## config.mk

```make
export PLATFORM = sky130hd
export DESIGN_NAME = gen_mdio_write_logic
export DESIGN_NICKNAME = d
export VERILOG_FILES = /design/src/rtl/gen_mdio_write_logic.sv
export SDC_FILE = /design/constraint.sdc
export NUM_CORES = 2
export LEC_CHECK = 0
export ABC_AREA = 1
export CAP_MARGIN = 10
export CELL_PAD_IN_SITES_DETAIL_PLACEMENT = 1
export CELL_PAD_IN_SITES_GLOBAL_PLACEMENT = 1
export CORE_AREA = 2 2 616 618
export CTS_CLUSTER_DIAMETER = 30
export DETAILED_ROUTE_END_ITERATION = 8
export DIE_AREA = 0 0 618 620
export PLACE_DENSITY = 0.36
export SYNTH_ARGS = -nofsm -noshare
export SYNTH_HDL_FRONTEND = slang
export SYNTH_SLANG_ARGS = --single-unit
```

## constraint.sdc

```tcl
create_clock -name clk_200m -period 68.4 [get_ports clk_200m]
set_clock_uncertainty 0.05 [all_clocks]
set_input_delay 20.52 -clock clk_200m [delete_from_list [all_inputs] [get_ports clk_200m]]
set_output_delay 20.52 -clock clk_200m [all_outputs]
set_load 0.03 [all_outputs]
```

## src/rtl/gen_mdio_write_logic.sv

```systemverilog
// MDIO-side single-word write sequencer into the capture memories.
// Each accepted request runs SETUP -> WRITE (one-cycle strobe) -> HOLD(WR_GAP) and reports busy/done/errors.
module gen_mdio_write_logic #(
  parameter int NUM_MEM = 96,
  parameter int SELW    = 7,
  parameter int AW      = 15,
  parameter int DW      = 9,
  parameter int WR_GAP  = 2
) (
  input  logic                  clk_200m,
  input  logic                  rst_200m,
  input  logic                  mdio_wr_en,
  input  logic                  rf_mdio_write_en,
  input  logic [SELW-1:0]       rf_mdio_which_memory_sel,
  input  logic [AW-1:0]         rf_mdio_memory_addr,
  input  logic [DW-1:0]         rf_mdio_wdata,
  input  logic                  rf_mdio_wr_auto_inc,
  input  logic                  rf_mdio_addr_load,
  input  logic                  rf_mdio_err_clr,
  output logic [NUM_MEM-1:0]    mdio_wr_chip_en,
  output logic [NUM_MEM*AW-1:0] mdio_wr_waddr,
  output logic [DW-1:0]         mdio_wr_wdata,
  output logic                  mdio_wr_busy,
  output logic                  mdio_wr_done,
  output logic                  mdio_wr_sel_err,
  output logic                  mdio_wr_ovr_err,
  output logic [AW-1:0]         mdio_wr_ptr
);
  localparam int            CW        = (WR_GAP > 1) ? $clog2(WR_GAP) : 1;
  localparam logic [CW-1:0] HOLD_LAST = CW'(WR_GAP - 1);

  typedef enum logic [1:0] {
    ST_IDLE  = 2'd0,
    ST_SETUP = 2'd1,
    ST_WRITE = 2'd2,
    ST_HOLD  = 2'd3
  } state_t;

  state_t                r_state, w_state_next;
  logic [CW-1:0]         r_hold_cnt, w_hold_cnt_next;
  logic [SELW-1:0]       r_sel, w_sel_next;
  logic [AW-1:0]         r_addr, w_addr_next;
  logic [DW-1:0]         r_data, w_data_next;
  logic                  r_auto_inc, w_auto_inc_next;
  logic [AW-1:0]         r_ptr, w_ptr_next;
  logic                  r_sel_err, w_sel_err_next;
  logic                  r_ovr_err, w_ovr_err_next;
  logic                  r_done, w_done_next;
  logic                  r_busy;
  logic                  w_sel_ok;
  logic                  w_active_next;
  logic [NUM_MEM-1:0]    r_chip_en, w_chip_en_next;
  logic [NUM_MEM*AW-1:0] r_waddr, w_waddr_next;
  logic [DW-1:0]         r_wdata, w_wdata_next;

  assign w_sel_ok = ({1'b0, rf_mdio_which_memory_sel} < (SELW+1)'(NUM_MEM));

  always_comb begin
    w_state_next    = r_state;
    w_hold_cnt_next = r_hold_cnt;
    w_sel_next      = r_sel;
    w_addr_next     = r_addr;
    w_data_next     = r_data;
    w_auto_inc_next = r_auto_inc;
    w_ptr_next      = r_ptr;
    w_done_next     = 1'b0;
    w_sel_err_next  = r_sel_err & ~rf_mdio_err_clr;
    w_ovr_err_next  = r_ovr_err & ~rf_mdio_err_clr;

    if (!mdio_wr_en) begin
      w_state_next = ST_IDLE;
    end else begin
      case (r_state)
        ST_IDLE: begin
          if (rf_mdio_write_en) begin
            if (w_sel_ok) begin
              w_state_next    = ST_SETUP;
              w_sel_next      = rf_mdio_which_memory_sel;
              w_addr_next     = rf_mdio_wr_auto_inc ? r_ptr : rf_mdio_memory_addr;
              w_data_next     = rf_mdio_wdata;
              w_auto_inc_next = rf_mdio_wr_auto_inc;
            end else begin
              w_sel_err_next = 1'b1;
              w_done_next    = 1'b1;
            end
          end
        end
        ST_SETUP: w_state_next = ST_WRITE;
        ST_WRITE: begin
          w_state_next    = ST_HOLD;
          w_hold_cnt_next = '0;
        end
        ST_HOLD: begin
          if (r_hold_cnt == HOLD_LAST) begin
            w_state_next = ST_IDLE;
            w_done_next  = 1'b1;
          end else begin
            w_hold_cnt_next = r_hold_cnt + 1'b1;
          end
        end
        default: w_state_next = ST_IDLE;
      endcase
    end

    if (mdio_wr_en && rf_mdio_write_en && (r_state != ST_IDLE))
      w_ovr_err_next = 1'b1;

    // The strobe has already gone out in WRITE, so the pointer advances even if the sequence aborts there.
    if ((r_state == ST_WRITE) && r_auto_inc)
      w_ptr_next = r_ptr + 1'b1;
    if (rf_mdio_addr_load)
      w_ptr_next = rf_mdio_memory_addr;
  end

  assign w_active_next = (w_state_next != ST_IDLE);
  assign w_wdata_next  = w_active_next ? w_data_next : '0;

  generate
    for (genvar gi = 0; gi < NUM_MEM; gi++) begin : g_mem
      assign w_chip_en_next[gi] = (w_state_next == ST_WRITE) && (w_sel_next == SELW'(gi));
      assign w_waddr_next[gi*AW +: AW] =
        (w_active_next && (w_sel_next == SELW'(gi))) ? w_addr_next : '0;
    end
  endgenerate

  always_ff @(posedge clk_200m or posedge rst_200m) begin
    if (rst_200m) begin
      r_state    <= ST_IDLE;
      r_hold_cnt <= '0;
      r_sel      <= '0;
      r_addr     <= '0;
      r_data     <= '0;
      r_auto_inc <= 1'b0;
      r_ptr      <= '0;
      r_sel_err  <= 1'b0;
      r_ovr_err  <= 1'b0;
      r_done     <= 1'b0;
      r_busy     <= 1'b0;
      r_chip_en  <= '0;
      r_waddr    <= '0;
      r_wdata    <= '0;
    end else begin
      r_state    <= w_state_next;
      r_hold_cnt <= w_hold_cnt_next;
      r_sel      <= w_sel_next;
      r_addr     <= w_addr_next;
      r_data     <= w_data_next;
      r_auto_inc <= w_auto_inc_next;
      r_ptr      <= w_ptr_next;
      r_sel_err  <= w_sel_err_next;
      r_ovr_err  <= w_ovr_err_next;
      r_done     <= w_done_next;
      r_busy     <= w_active_next;
      r_chip_en  <= w_chip_en_next;
      r_waddr    <= w_waddr_next;
      r_wdata    <= w_wdata_next;
    end
  end

  assign mdio_wr_chip_en = r_chip_en;
  assign mdio_wr_waddr   = r_waddr;
  assign mdio_wr_wdata   = r_wdata;
  assign mdio_wr_busy    = r_busy;
  assign mdio_wr_done    = r_done;
  assign mdio_wr_sel_err = r_sel_err;
  assign mdio_wr_ovr_err = r_ovr_err;
  assign mdio_wr_ptr     = r_ptr;

endmodule

```

==> summary.txt <==
Synthesis
  – YS warnings: 0
  – Post-synthesis sequential area ratio: approximately 80%
  – Largest family of logic cells by synthesized area: simple AND/OR/NAND/NOR gates
  – Synthesized netlist cell count: roughly 4000
  – Compound-Gate Fraction of Synth Area: less than 1%
  – Synth unique cells: 34
  – Mapped Area: roughly 50000 µm²
  – Simple-gate share of the synthesized area: 16.7%
  – Post-Synth Adder-Cell Area: less than 1%
  – Synth Area in XOR/XNOR: 0.103%
  – Average size of a mapped cell: about 13 µm²
  – FF+latch count, synth: 1599
  – Mapped Nets: approximately 4000
  – Post-synthesis mux area share: less than 1%

Placement
  – # port buffers: ~1600
  – Placer's final routability congestion estimate: roughly 0.74
  – DP HPWL: 205000 µm
  – Placed cells: between 10000 and 15000

Clocking
  – Total CTS buffers: between 400 and 500
  – Reg clk slew, reported paths: approximately 40 ps
  – CTS resizes: 0
  – Clock latency on the worst-skew pair: roughly 930 ps
  – CTS max path bufs: 4
  – Post-CTS setup buffers: 0
  – Root Driver: clkbuf_16
  – Clk sinks: 1599
  – # hold bufs at CTS: 0
  – CTS H-tree lvls: 5
  – CTS tree: yes

Die
  – DIE WIDTH: around 620 µm
  – Die Area: roughly 380000 µm²
  – Ports: 1602
  – Initial Util: a little over an eighth
  – Die height: between 600 and 700 µm
  – Row cnt: between 200 and 250
  – Core ar.: roughly 380000 µm²

Route
  – Detailed-route via count: between 30000 and 40000
  – Pre-antenna DRT Iters: 5
  – WL/cell: 26.6 µm
  – Total Wirelength: ~300000 µm
  – Final ANT Viol Nets: 0
  – Average vias per placed instance: 3.34
  – DR DRC count: 0
  – Detailed Route Iter0 Violations: roughly 1700

Timing
  – Fin. max-slew vios: 0
  – Setup tns final: 0 ps
  – RSZ-0062 raised after global routing: no
  – Final setup vio count: 0
  – Hold slack: 427 ps
  – Final Cycle Share: between 30% and 40%
  – Hold Vio Cnt, Final: 0
  – Actual slew at the worst max-slew pin: approximately 1100 ps
  – Slew Limit Headroom: between 20% and 30%
  – Period minus WS final: roughly 25000 ps
  – Fmax: about 41 MHz

Setup path
  – WS Path Type: in -> async
  – Most frequent CP cell: buf_4
  – Top Family by Delay on Critical Path: buffers and inverters
  – CP Data Arrival Time: 25320 ps
  – CP Capture Type: async pin
  – Worst path cell trace: clkdlybuf4s50_1, inv_8, buf_4, buf_4, buf_4, buf_4, buf_4
  – Startpoint types: input pin
  – Worst path required time: roughly 70000 ps
  – Flop2flop setup slack: about 64000 ps
  – Slowest cell on crit path: buf_4
  – Max incr delay on CP: approximately 860 ps
  – Crit path max fanout: approximately 70
  – Buffers plus inverters on the worst setup path: 7

Hold path
  – Hold WC Path Type: reg -> reg

Final layout
  – Commonest non-fill, non-tap cells in the layout: clkdlybuf4s50_1, dfrtp_1, nor2_1, clkbuf_16, nand2_1
  – Final Util: about a quarter
  – Fin nets: between 5000 and 6000
  – Syn-to-layout area delta: 74.9%
  – Post-route insts no fill: around 11000
  – Register area: ~40000 µm²
  – Most common cell after layout, fill and taps aside: clkdlybuf4s50_1
  – Share of cells above drive strength 1: between 15 and 20%
  – Fillers: ~42000
  – Multi-input combinational cell area: roughly 9200 µm²

GRT
  – Vias in the first global route: between 40000 and 50000
  – Remaining Overflow, GRT: 0
  – GR Util All Layers: 15.2%
  – Initial antenna violation count: 29
  – Largest net degree at the start of global routing: ~130
  – First-pass GRT wire length: 395000 µm

Power
  – Max IR drop VDD: approximately 0.000029 V
  – Cell area power density: roughly 43 nW/µm²
  – P_leak: a little over 40 nW
  – Pwr Total: ~3.8 mW

Status
  – Run status: completed

Run
  – Max-Cap Viols: 0
## kinds of logic after synthesis
logic type | count (synthesis)
and+or+nand+nor | 1929
DFF | 1599
buffers and inverters | 388
AOI/OAI and AO/OA | 67
xor gates and xnor gates | 6
adders and majority gates | 5
muxes | 1
## tightest hold or removal path: stages, from the launching register on
cell and delay, ps:
dfrtp_1 340, nand2_1 60, nand2_1 50
## path summary, 6_finish.rpt
check | depth (start not counted) | start | end
setup / recovery | 7 | rst_200m | mdio_wr_busy
hold / removal | 2 | r_auto_inc | r_auto_inc
setup reg to reg | 11 | r_state[0] | mdio_wr_waddr[1432]
hold reg to reg | 2 | r_auto_inc | r_auto_inc
max in group clk_200m | 10 | mdio_wr_en | mdio_wr_waddr[1432]
min in group asynchronous | 2 | rst_200m | mdio_wr_waddr[726]
## power breakdown
group          total, mW  internal [mW]  switching [mW]  leakage [nW]
Sequential         0.983          0.974         0.00941          22.2
Clock               2.20           1.54           0.662          8.09
Combinational      0.607         0.0822           0.525          11.0
Total               3.80           2.60            1.20          41.3
## flip-flops by register name, indices dropped and copies added (netlist names)
register and cells:
mdio_wr_waddr 1440, mdio_wr_chip_en 96, mdio_wr_ptr 15, r_addr 15
mdio_wr_wdata 9, r_data 9, r_sel 7, r_state 2
mdio_wr_busy 1, mdio_wr_done 1, mdio_wr_ovr_err 1, mdio_wr_sel_err 1
r_auto_inc 1, r_hold_cnt 1
## cell usage after synthesis, drive strengths merged
library cell / n / area share [%]
o21ai: 43 / 0.50
dfrtp: 1599 / 79
a21oi: 11 / 0.12
o22ai: 5 / 0.061
nor3: 1 / 0.0098
clkinv: 2 / 0.015
nor2: 1590 / 12
o21bai: 3 / 0.044
o211ai: 2 / 0.029
ha: 5 / 0.12
xor2: 3 / 0.052
nand4: 4 / 0.049
nand2: 200 / 1.6
mux2: 1 / 0.022
buf: 203 / 2.4
xnor2: 3 / 0.052
inv: 76 / 0.56
or2: 24 / 0.29
nand3: 110 / 2.6
clkbuf: 107 / 0.79
o221ai: 3 / 0.052
## metrics by stage
step	area (µm²)	worst slack, ps
2_1_floorplan	50900	2710
3_3_place_gp	72600	42740
3_5_place_dp	72600	42610
4_1_cts	89100	43590
5_1_grt	89100	43160
6_report	89100	43860
## final cells by class
cell class	instances	area share, %
Sequential cell	1599	44.9
Multi-Input combinational cell	2008	10.3
Timing Repair Buffer	1695	18.9
Antenna cell	17	0.0477
Clock buffer	695	15.7
Clock inverter	174	2.77
Tap cell	5016	7.04
Inverter	78	0.337
## per-layer routing
layer / vias to the layer above / share of wire [%] / global-route usage (%)
met5: - / 0.033 / 0
met1: 19700 / 37 / 16.6
met4: 16 / 3.5 / 5.43
met2: 1426 / 52 / 27.4
li1: 16000 / - / -
met3: 468 / 7.1 / 4.75
No activity file was read; power rests on OpenSTA's default activity.
